[config.mk]
export PLATFORM = sky130hd
export DESIGN_NAME = ps2_receiver
export DESIGN_NICKNAME = d
export VERILOG_FILES = /design/src/rtl/ps2_pkg.sv /design/src/rtl/ps2_clk_filter.sv /design/src/rtl/ps2_receiver.sv
export SDC_FILE = /design/constraint.sdc
export NUM_CORES = 1
export LEC_CHECK = 0
export ABC_AREA = 1
export BUFFER_PORTS_ARGS = -buffer_cell sky130_fd_sc_hd__buf_2
export CORE_MARGIN = 5
export CORE_UTILIZATION = 30
export CTS_BUF_LIST = sky130_fd_sc_hd__clkbuf_4
export CTS_CLUSTER_SIZE = 10
export DETAILED_ROUTE_END_ITERATION = 12
export SLEW_MARGIN = 20
export SYNTH_ARGS = -nofsm -noshare
export SYNTH_HDL_FRONTEND = slang
export SYNTH_SLANG_ARGS = --single-unit
[constraint.sdc]
create_clock -name Clock -period 2.09 [get_ports Clock]
set_input_delay 0.209 -clock Clock [delete_from_list [all_inputs] [get_ports Clock]]
set_output_delay 0.209 -clock Clock [all_outputs]
set_load 0.01 [all_outputs]
[src/rtl/ps2_pkg.sv]
// ---------------------------------------------------------------------------
// ps2_pkg
// Shared definitions for the PS/2 receive path and its downstream decoders:
//   - state_t      : receiver FSM encoding (one-hot IDLE/RECV/STOP)
//   - FRAME_BITS   : bits per PS/2 device-to-host frame
//   - PAYLOAD_BITS : bits captured into the shift register (data + parity)
//   - KEY_0..KEY_9, ENTER, BACKSPACE, RELEASE, EXTENDED : set-2 scan codes
//   - parity_ok()  : odd-parity check over data + parity
// ---------------------------------------------------------------------------
package ps2_pkg;

    typedef enum logic [2:0] {
        ST_IDLE = 3'b001,
        ST_RECV = 3'b010,
        ST_STOP = 3'b100
    } state_t;

    // start + 8 data + parity + stop
    localparam int unsigned FRAME_BITS   = 11;
    localparam int unsigned DATA_BITS    = 8;
    localparam int unsigned PAYLOAD_BITS = FRAME_BITS - 2;

    // Scan code set 2, top-row digits and editing keys
    localparam logic [7:0] KEY_0     = 8'h45;
    localparam logic [7:0] KEY_1     = 8'h16;
    localparam logic [7:0] KEY_2     = 8'h1E;
    localparam logic [7:0] KEY_3     = 8'h26;
    localparam logic [7:0] KEY_4     = 8'h25;
    localparam logic [7:0] KEY_5     = 8'h2E;
    localparam logic [7:0] KEY_6     = 8'h36;
    localparam logic [7:0] KEY_7     = 8'h3D;
    localparam logic [7:0] KEY_8     = 8'h3E;
    localparam logic [7:0] KEY_9     = 8'h46;
    localparam logic [7:0] ENTER     = 8'h5A;
    localparam logic [7:0] BACKSPACE = 8'h66;
    localparam logic [7:0] RELEASE   = 8'hF0;
    localparam logic [7:0] EXTENDED  = 8'hE0;

    // Odd parity holds when data bits plus parity bit contain an odd number of ones
    function automatic logic parity_ok(input logic [PAYLOAD_BITS-1:0] payload);
        return ^payload;
    endfunction

endpackage

[src/rtl/ps2_clk_filter.sv]
// ---------------------------------------------------------------------------
// ps2_clk_filter
// Brings the raw PS/2 pins into the Clock domain, debounces the PS/2 clock
// and produces a one-cycle pulse on each filtered falling edge. The data pin
// is delayed so that o_dat reflects the pin at the moment the clock pin fell.
// Ports:
//   Clock, nReset : system clock, async active-low reset
//   i_ps2_clk     : raw PS/2 clock pin
//   i_ps2_dat     : raw PS/2 data pin
//   o_fall        : one-cycle pulse on filtered clock 1->0
//   o_dat         : synchronised data, aligned with o_fall
// SYNC_STAGES and FILTER_LEN must both be at least 2.
// ---------------------------------------------------------------------------
module ps2_clk_filter
    import ps2_pkg::*;
#(
    parameter int unsigned SYNC_STAGES = 2,
    parameter int unsigned FILTER_LEN  = 8
) (
    input  logic Clock,
    input  logic nReset,
    input  logic i_ps2_clk,
    input  logic i_ps2_dat,
    output logic o_fall,
    output logic o_dat
);

    localparam int unsigned FCNT_W = $clog2(FILTER_LEN);

    logic [SYNC_STAGES-1:0] r_clk_sync;
    logic [SYNC_STAGES-1:0] r_dat_sync;
    logic [FILTER_LEN-1:0]  r_dat_dly;
    logic [FCNT_W-1:0]      r_cnt;
    logic                   r_clk_f;
    logic                   r_fall;
    logic                   w_clk_s;
    logic                   w_dat_s;

    assign w_clk_s = r_clk_sync[SYNC_STAGES-1];
    assign w_dat_s = r_dat_sync[SYNC_STAGES-1];
    assign o_fall  = r_fall;
    assign o_dat   = r_dat_dly[FILTER_LEN-1];

    // Pin synchronisers; idle bus level is high
    always_ff @(posedge Clock or negedge nReset) begin
        if (!nReset) begin
            r_clk_sync <= '1;
            r_dat_sync <= '1;
        end else begin
            r_clk_sync <= {r_clk_sync[SYNC_STAGES-2:0], i_ps2_clk};
            r_dat_sync <= {r_dat_sync[SYNC_STAGES-2:0], i_ps2_dat};
        end
    end

    // Data delayed by the filter length so it lines up with the clock path
    always_ff @(posedge Clock or negedge nReset) begin
        if (!nReset) begin
            r_dat_dly <= '1;
        end else begin
            r_dat_dly <= {r_dat_dly[FILTER_LEN-2:0], w_dat_s};
        end
    end

    // Level filter: flip only after FILTER_LEN consecutive opposite samples
    always_ff @(posedge Clock or negedge nReset) begin
        if (!nReset) begin
            r_clk_f <= 1'b1;
            r_cnt   <= '0;
            r_fall  <= 1'b0;
        end else begin
            r_fall <= 1'b0;
            if (w_clk_s == r_clk_f) begin
                r_cnt <= '0;
            end else if (r_cnt == FCNT_W'(FILTER_LEN - 1)) begin
                r_cnt   <= '0;
                r_clk_f <= w_clk_s;
                // only the 1->0 transition is reported
                r_fall  <= r_clk_f;
            end else begin
                r_cnt <= r_cnt + FCNT_W'(1);
            end
        end
    end

endmodule

[src/rtl/ps2_receiver.sv]
// ---------------------------------------------------------------------------
// ps2_receiver
// Receive-only PS/2 deserialiser. Each valid 11-bit frame (start, 8 data
// LSB first, odd parity, stop) is presented on data with a one-cycle
// data_en strobe; bad parity, bad stop or an inter-edge timeout gives a
// one-cycle frame_err instead. Every valid byte, including 0xF0/0xE0
// prefixes, is forwarded unmodified.
// Ports:
//   Clock, nReset : system clock, async active-low reset
//   PS2_CLK       : raw PS/2 clock pin
//   PS2_DAT       : raw PS/2 data pin
//   data          : last valid byte, held until the next valid frame
//   data_en       : one-cycle pulse when data is updated
//   frame_err     : one-cycle pulse on parity, stop or timeout error
//   busy          : high while a frame is in progress
// ---------------------------------------------------------------------------
module ps2_receiver
    import ps2_pkg::*;
#(
    parameter int unsigned SYNC_STAGES    = 2,
    parameter int unsigned FILTER_LEN     = 8,
    parameter int unsigned TIMEOUT_CYCLES = 50000
) (
    input  logic       Clock,
    input  logic       nReset,
    input  logic       PS2_CLK,
    input  logic       PS2_DAT,
    output logic [7:0] data,
    output logic       data_en,
    output logic       frame_err,
    output logic       busy
);

    localparam int unsigned TMO_W = $clog2(TIMEOUT_CYCLES + 1);
    localparam int unsigned BIT_W = $clog2(PAYLOAD_BITS);

    state_t                  r_state;
    logic [PAYLOAD_BITS-1:0] r_shift;
    logic [BIT_W-1:0]        r_bitcnt;
    logic [TMO_W-1:0]        r_tmo;
    logic                    w_fall;
    logic                    w_dat;
    logic                    w_tmo_hit;

    ps2_clk_filter #(
        .SYNC_STAGES (SYNC_STAGES),
        .FILTER_LEN  (FILTER_LEN)
    ) u_clk_filter (
        .Clock     (Clock),
        .nReset    (nReset),
        .i_ps2_clk (PS2_CLK),
        .i_ps2_dat (PS2_DAT),
        .o_fall    (w_fall),
        .o_dat     (w_dat)
    );

    assign w_tmo_hit = (r_tmo == TMO_W'(TIMEOUT_CYCLES));

    // Frame FSM with registered outputs; a falling edge always wins over timeout
    always_ff @(posedge Clock or negedge nReset) begin
        if (!nReset) begin
            r_state   <= ST_IDLE;
            r_shift   <= '0;
            r_bitcnt  <= '0;
            r_tmo     <= '0;
            data      <= '0;
            data_en   <= 1'b0;
            frame_err <= 1'b0;
            busy      <= 1'b0;
        end else begin
            data_en   <= 1'b0;
            frame_err <= 1'b0;

            case (r_state)
                ST_IDLE: begin
                    r_tmo <= '0;
                    // a high sample at a falling edge is not a start bit
                    if (w_fall && !w_dat) begin
                        r_state  <= ST_RECV;
                        r_bitcnt <= '0;
                        busy     <= 1'b1;
                    end
                end

                ST_RECV: begin
                    if (w_fall) begin
                        r_tmo   <= '0;
                        // LSB arrives first, so shift in from the top
                        r_shift <= {w_dat, r_shift[PAYLOAD_BITS-1:1]};
                        if (r_bitcnt == BIT_W'(PAYLOAD_BITS - 1)) begin
                            r_state <= ST_STOP;
                        end else begin
                            r_bitcnt <= r_bitcnt + BIT_W'(1);
                        end
                    end else if (w_tmo_hit) begin
                        r_state   <= ST_IDLE;
                        r_tmo     <= '0;
                        r_shift   <= '0;
                        busy      <= 1'b0;
                        frame_err <= 1'b1;
                    end else begin
                        r_tmo <= r_tmo + TMO_W'(1);
                    end
                end

                ST_STOP: begin
                    if (w_fall) begin
                        r_state <= ST_IDLE;
                        r_tmo   <= '0;
                        busy    <= 1'b0;
                        if (w_dat && parity_ok(r_shift)) begin
                            data    <= r_shift[DATA_BITS-1:0];
                            data_en <= 1'b1;
                        end else begin
                            frame_err <= 1'b1;
                        end
                    end else if (w_tmo_hit) begin
                        r_state   <= ST_IDLE;
                        r_tmo     <= '0;
                        r_shift   <= '0;
                        busy      <= 1'b0;
                        frame_err <= 1'b1;
                    end else begin
                        r_tmo <= r_tmo + TMO_W'(1);
                    end
                end

                default: begin
                    r_state <= ST_IDLE;
                    r_tmo   <= '0;
                    busy    <= 1'b0;
                end
            endcase
        end
    end

endmodule

Yosys cells after proc, flatten, opt, wreduce, memory -nomap -nowiden:

Cells that the tools add are included.

* logic and storage cells: 78
* input bits: 4
* output and inout bits: 11
* bits in registers: 60

* eq/ne operators: 13
* muxes and demuxes: 34
* bitwise logic cells: 1
* reductions and logical operators: 13
* add/sub/neg operators: 3

Operators by type and width (count)
* 2-to-1 mux 16 bit: 3
* 2-to-1 mux 9 bit: 3
* 2-to-1 mux 3 bit: 7
* case mux 9 bit (2 select lines): 1
* adder 16 x 1 -> 16 bit, second input constant: 1
* == test 16 bit, second input constant: 1
* 2-to-1 mux 1 bit: 13
* 2-to-1 mux 4 bit: 3
* case mux 3 bit (3 select lines): 1
* parity 9 bit: 1
* inequality test 2 bit, second input constant: 4
* case mux 4 bit (2 select lines): 1
* AND reduction 2 bit: 4
* == test 3 bit, second input constant: 2
* adder 4 x 1 -> 4 bit, second input constant: 1
* == test 4 bit, second input constant: 1
* AND reduction 4 bit: 1
* nonzero test 2 bit: 2
* adder 3 x 1 -> 3 bit, second input constant: 1
* == test 3 x 1 -> 1 bit, second input constant: 1
* == test 3 x 2 -> 1 bit, second input constant: 1
* inequality test 3 bit, second input constant: 1
* case mux 1 bit (3 select lines): 1
* AND reduction 3 bit: 1
* 7 further kinds: 8

Depth between registers and ports, before layout:

* depth after elaboration: 5
* mapped depth: 11
* gate-level depth less buffers: 11

Hierarchy:

Synthesis repeated with hierarchy kept, for this count alone.

* cell total of the unflattened synthesis: 327
* area total of the unflattened synthesis: 3004.1 um^2

By module, submodules not included
* ps2_receiver: cells each 293, sequential area each 1077.3 um^2, area an instance 2477.4 um^2, instances 1
* ps2_clk_filter: cells each 34, sequential area each 441.7 um^2, area an instance 526.8 um^2, instances 1

Worst setup path after synthesis:

OpenSTA, ideal clock, no wires.

* kind: register to register
* start: reg r_tmo[0]
* end: reg r_shift[0]
* stages on the path, launching flop included: 8
* data required time: 1.972 ns
* path slack: 0.679 ns
* arrival: 1.293 ns
* clock period less this slack: 1.411 ns
* library setup time: 0.118 ns
* buffers on the path: 0
* cell sequence: dfrtp_1 > inv_1 > ha_1 > nand4_1 > nor4_2 > nand2_1 > nand3_1 > nand2_1

* word-level cells in the longest chain between the ends: 4
* elaborated cells on any way between the ends: 5
* those cells by class: eq/ne: 1; mux: 4

Ends and longest elaborated chain
* start, declared: RTL line ps2_receiver.sv:40 `logic [TMO_W-1:0] r_tmo;`
* start signal, assigned: RTL line ps2_receiver.sv:102 `r_tmo <= r_tmo + TMO_W'(1);`
* start signal, assigned: RTL line ps2_receiver.sv:124 `r_tmo <= r_tmo + TMO_W'(1);`
* == test 16 bit (*): RTL line ps2_receiver.sv:57 `assign w_tmo_hit = (r_tmo == TMO_W'(TIMEOUT_CYCLES));`
* 2-to-1 mux 9 bit (*)
* 2-to-1 mux 9 bit (on tied branches)
* case mux 9 bit (2 select lines) (*)
* end signal, assigned: RTL line ps2_receiver.sv:89 `r_shift <= {w_dat, r_shift[PAYLOAD_BITS-1:1]};`
* end, declared: RTL line ps2_receiver.sv:38 `logic [PAYLOAD_BITS-1:0] r_shift;`

Mark *: on every way between the ends. The rest lies on a longest branch, timed or not. The select of a mux whose other input is x is not followed.
A chain may end at the register's enable or synchronous reset.

Worst setup path after layout:

* start: reg r_tmo[0]
* end: reg r_shift[6]

Same word-level chain as after synthesis.

==> metrics.txt <==
status finished, final reports clean; latest clock arrival within the worst-skew pair 0.40 ns; root buf cell clkbuf_4; synthesized instance count ~340; Max-cap violations 0; Slew Viols, Final 0; Tcrit/Tclk final 78.63%; Synth warnings 0; async set or reset register ratio after synthesis 100.0%; largest net degree at the start of global routing 34; FP Rows 36; Seq pwr share 48.6%; Die Width 109.3 µm; Layout Utilization about a third; vias about 2,300; Tightest Pin Transition 0.4137 ns; full die area ~12,000 µm²; CTS tree yes; P_leak ~1.7 nW; PD cells between 800 and 900 nW/µm²; Synth Flop Type dfrtp_1; net switching power 0.8225 mW; drt drc 0; Pre-Repair DR Iteration Count 4; Worst EP required around 2.4 ns; GP Congestion 0.8369; Seq cells post-synth 60; Crit Path Category reg2reg; initial core utilization a little under a third; Internal about 1.9 mW; Seq/Total Area, Yosys just over 50%; Setup Viol. Count Final 0; post-DR wirelength/cell about 11 µm; cts hold-fix bufs 3; Post-Syn Area 2955 µm²; Vert. Die Dim 109.3 µm; buffer levels on the longest clock path 2; CTS H-tree lvls 3; setup_tns 0 ns; hold crit path type in2async; TritonCTS Buffers 9; Final Hold Violating Endpoints 0; Core Area between 9000 and 10,000 µm²; normalized max-slew margin between 70% and 80%; RSZ-0062 raised after global routing false; Netlist cell types 33; CP endpoint kind flip-flop; Ports 15; vias per cell about 4.5; initial DRC count 110; CTS sink cnt 60; GRT Total Usage between 10 and 15%; dominant cells by area after synthesis dfrtp_1 (39%), dfstp_2 (12%), nand2_1 (11%), nand3_1 (6.4%), inv_1 (4.8%); synthesized area per cell slightly below 9 µm²; vias in the first global route 2,146; total gr overflow 0; initial antenna violation count 0; Clk pwr share roughly a third; Final ANT Viol Nets 0; first-pass GRT wire length ~10 mm; EDFF count, synth 0; Layout Area Growth over Synthesis 15.07%; largest area contributor in the netlist dfrtp_1; Worst-path clk slew 0.11 ns; Max IR drop VDD between 0.3 and 0.4 mV; post-CTS setup buffer count 0; Crit path arrival time slightly below 2 ns; FILL cells roughly 1,000; nets approximately 380; Fmax between 0.6 and 0.7 GHz; Post-Syn Nets around 350; Switching Share ~30%; Detail Placement HPWL between 4 and 5 mm; top post-synthesis cells by count nand2_1 (84), dfrtp_1 (46), inv_1 (38), nand3_1 (38), nor2_1 (21); clk_skew ~0.017 ns; most common cell in the netlist nand2_1; CP Launch Type flip-flop; post_cts resized 0; fraction of layout cells with a size suffix above 1 a little under a quarter; Tmin final around 1.6 ns; # diodes 0; top cell type's share of synthesized area around two fifths; routed wire length 5.515 mm; number of port buffers 14; Worst Path Max Fanout 8; Combinational Power Share between 10% and 20%
[area by class of cell]
class | count | area [µm²] | area share, %
clock inverter | 6 | 88.84 | 2.612
multi-input combinational | 229 | 1252 | 36.83
tap | 133 | 166.4 | 4.893
sequential | 60 | 1519 | 44.67
clock buffer | 10 | 75.07 | 2.208
inverter | 47 | 176.4 | 5.188
timing repair buffer | 20 | 122.6 | 3.606
[critical path, stage by stage (launching register included)]
cell and delay (ns):
dfrtp_1 0.43, inv_1 0.07, ha_1 0.17, nand4_1 0.16, nor4_2 0.28, nand2_1 0.25
nand3_1 0.14, nand2_1 0.05
[cells in the final DEF (no fill, tap or decap), types with 7 or more instances in the layout]
cell      instances
dfstp_2          14
o21ai_0          10
nand3_1          38
inv_2             9
nand2_2           8
dfrtp_1          46
buf_2            14
a21oi_1          11
clkbuf_4         10
inv_1            38
nand2_1          84
nor2_1           21
nor3_1            8
nand4_1           7
[logic make-up after synthesis]
| kind of cell | share of synthesized area, % |
|---|---|
| buf+inv | 6.224 |
| xor+xnor | 1.778 |
| simple gates | 32.73 |
| fa+ha+maj | 2.540 |
| compound gates | 5.334 |
| flops | 51.40 |
[flip-flops by register name (all words and copies together) (netlist names)]
signal,cells
u_clk_filter.r_dat_dly,8
u_clk_filter.r_dat_sync,2
data_en,1
data,8
u_clk_filter.r_clk_sync,2
busy,1
u_clk_filter.r_clk_f,1
r_state,3
r_shift,9
r_bitcnt,4
u_clk_filter.o_fall,1
u_clk_filter.r_cnt,3
frame_err,1
r_tmo,16
[per-stage QoR]
step / cells / hold slack, ns / power [mW] / setup WS (ns) / cell area (µm²)
after global placement: 486 / 0.2480 / 1.824 / 0.5071 / 3207
final: 505 / 0.3453 / 2.754 / 0.4466 / 3401
after global routing: 505 / 0.3658 / 2.957 / 0.2489 / 3401
after detailed placement: 486 / 0.2493 / 1.841 / 0.4476 / 3207
after floorplan: 337 / -0.08659 / 1.702 / 0.6790 / 2955
after CTS: 505 / 0.3191 / 2.803 / 0.4275 / 3401
[per-layer routing]
| metal | vias up | wire length [µm] | track usage, % |
|---|---|---|---|
| li1 | 1153 | - | - |
| met5 | - | 0 | 0 |
| met1 | 1053 | 2657 | 14.07 |
| met4 | 0 | 38 | 2.939 |
| met2 | 41 | 2549 | 16.71 |
| met3 | 5 | 270 | 4.618 |
[power by group through the flow]
stage	Clock [mW]	Sequential, mW	Combinational (mW)
after detailed placement	0	1.36	0.479
after CTS	0.978	1.34	0.485
after global routing	1.04	1.35	0.568
after floorplan	0	1.35	0.352
after global placement	0	1.36	0.467
final	0.941	1.34	0.475
[path summary, 6_finish.rpt]
| kind | start | end | slack (ns) | depth (start not counted) |
|---|---|---|---|---|
| max in group asynchronous | nReset | u_clk_filter.r_dat_dly[6] | 1.38 | 3 |
| worst min-delay path | nReset | u_clk_filter.r_cnt[2] | 0.35 | 3 |
| worst min register to register | u_clk_filter.r_clk_sync[0] | u_clk_filter.r_clk_sync[1] | 0.36 | 0 |
| worst max register to register | r_tmo[0] | r_shift[6] | 0.45 | 7 |
| min in group Clock | u_clk_filter.r_clk_sync[0] | u_clk_filter.r_clk_sync[1] | 0.36 | 0 |
| worst max-delay path | r_tmo[0] | r_shift[6] | 0.45 | 7 |
Power figures use the tool's default switching activity.
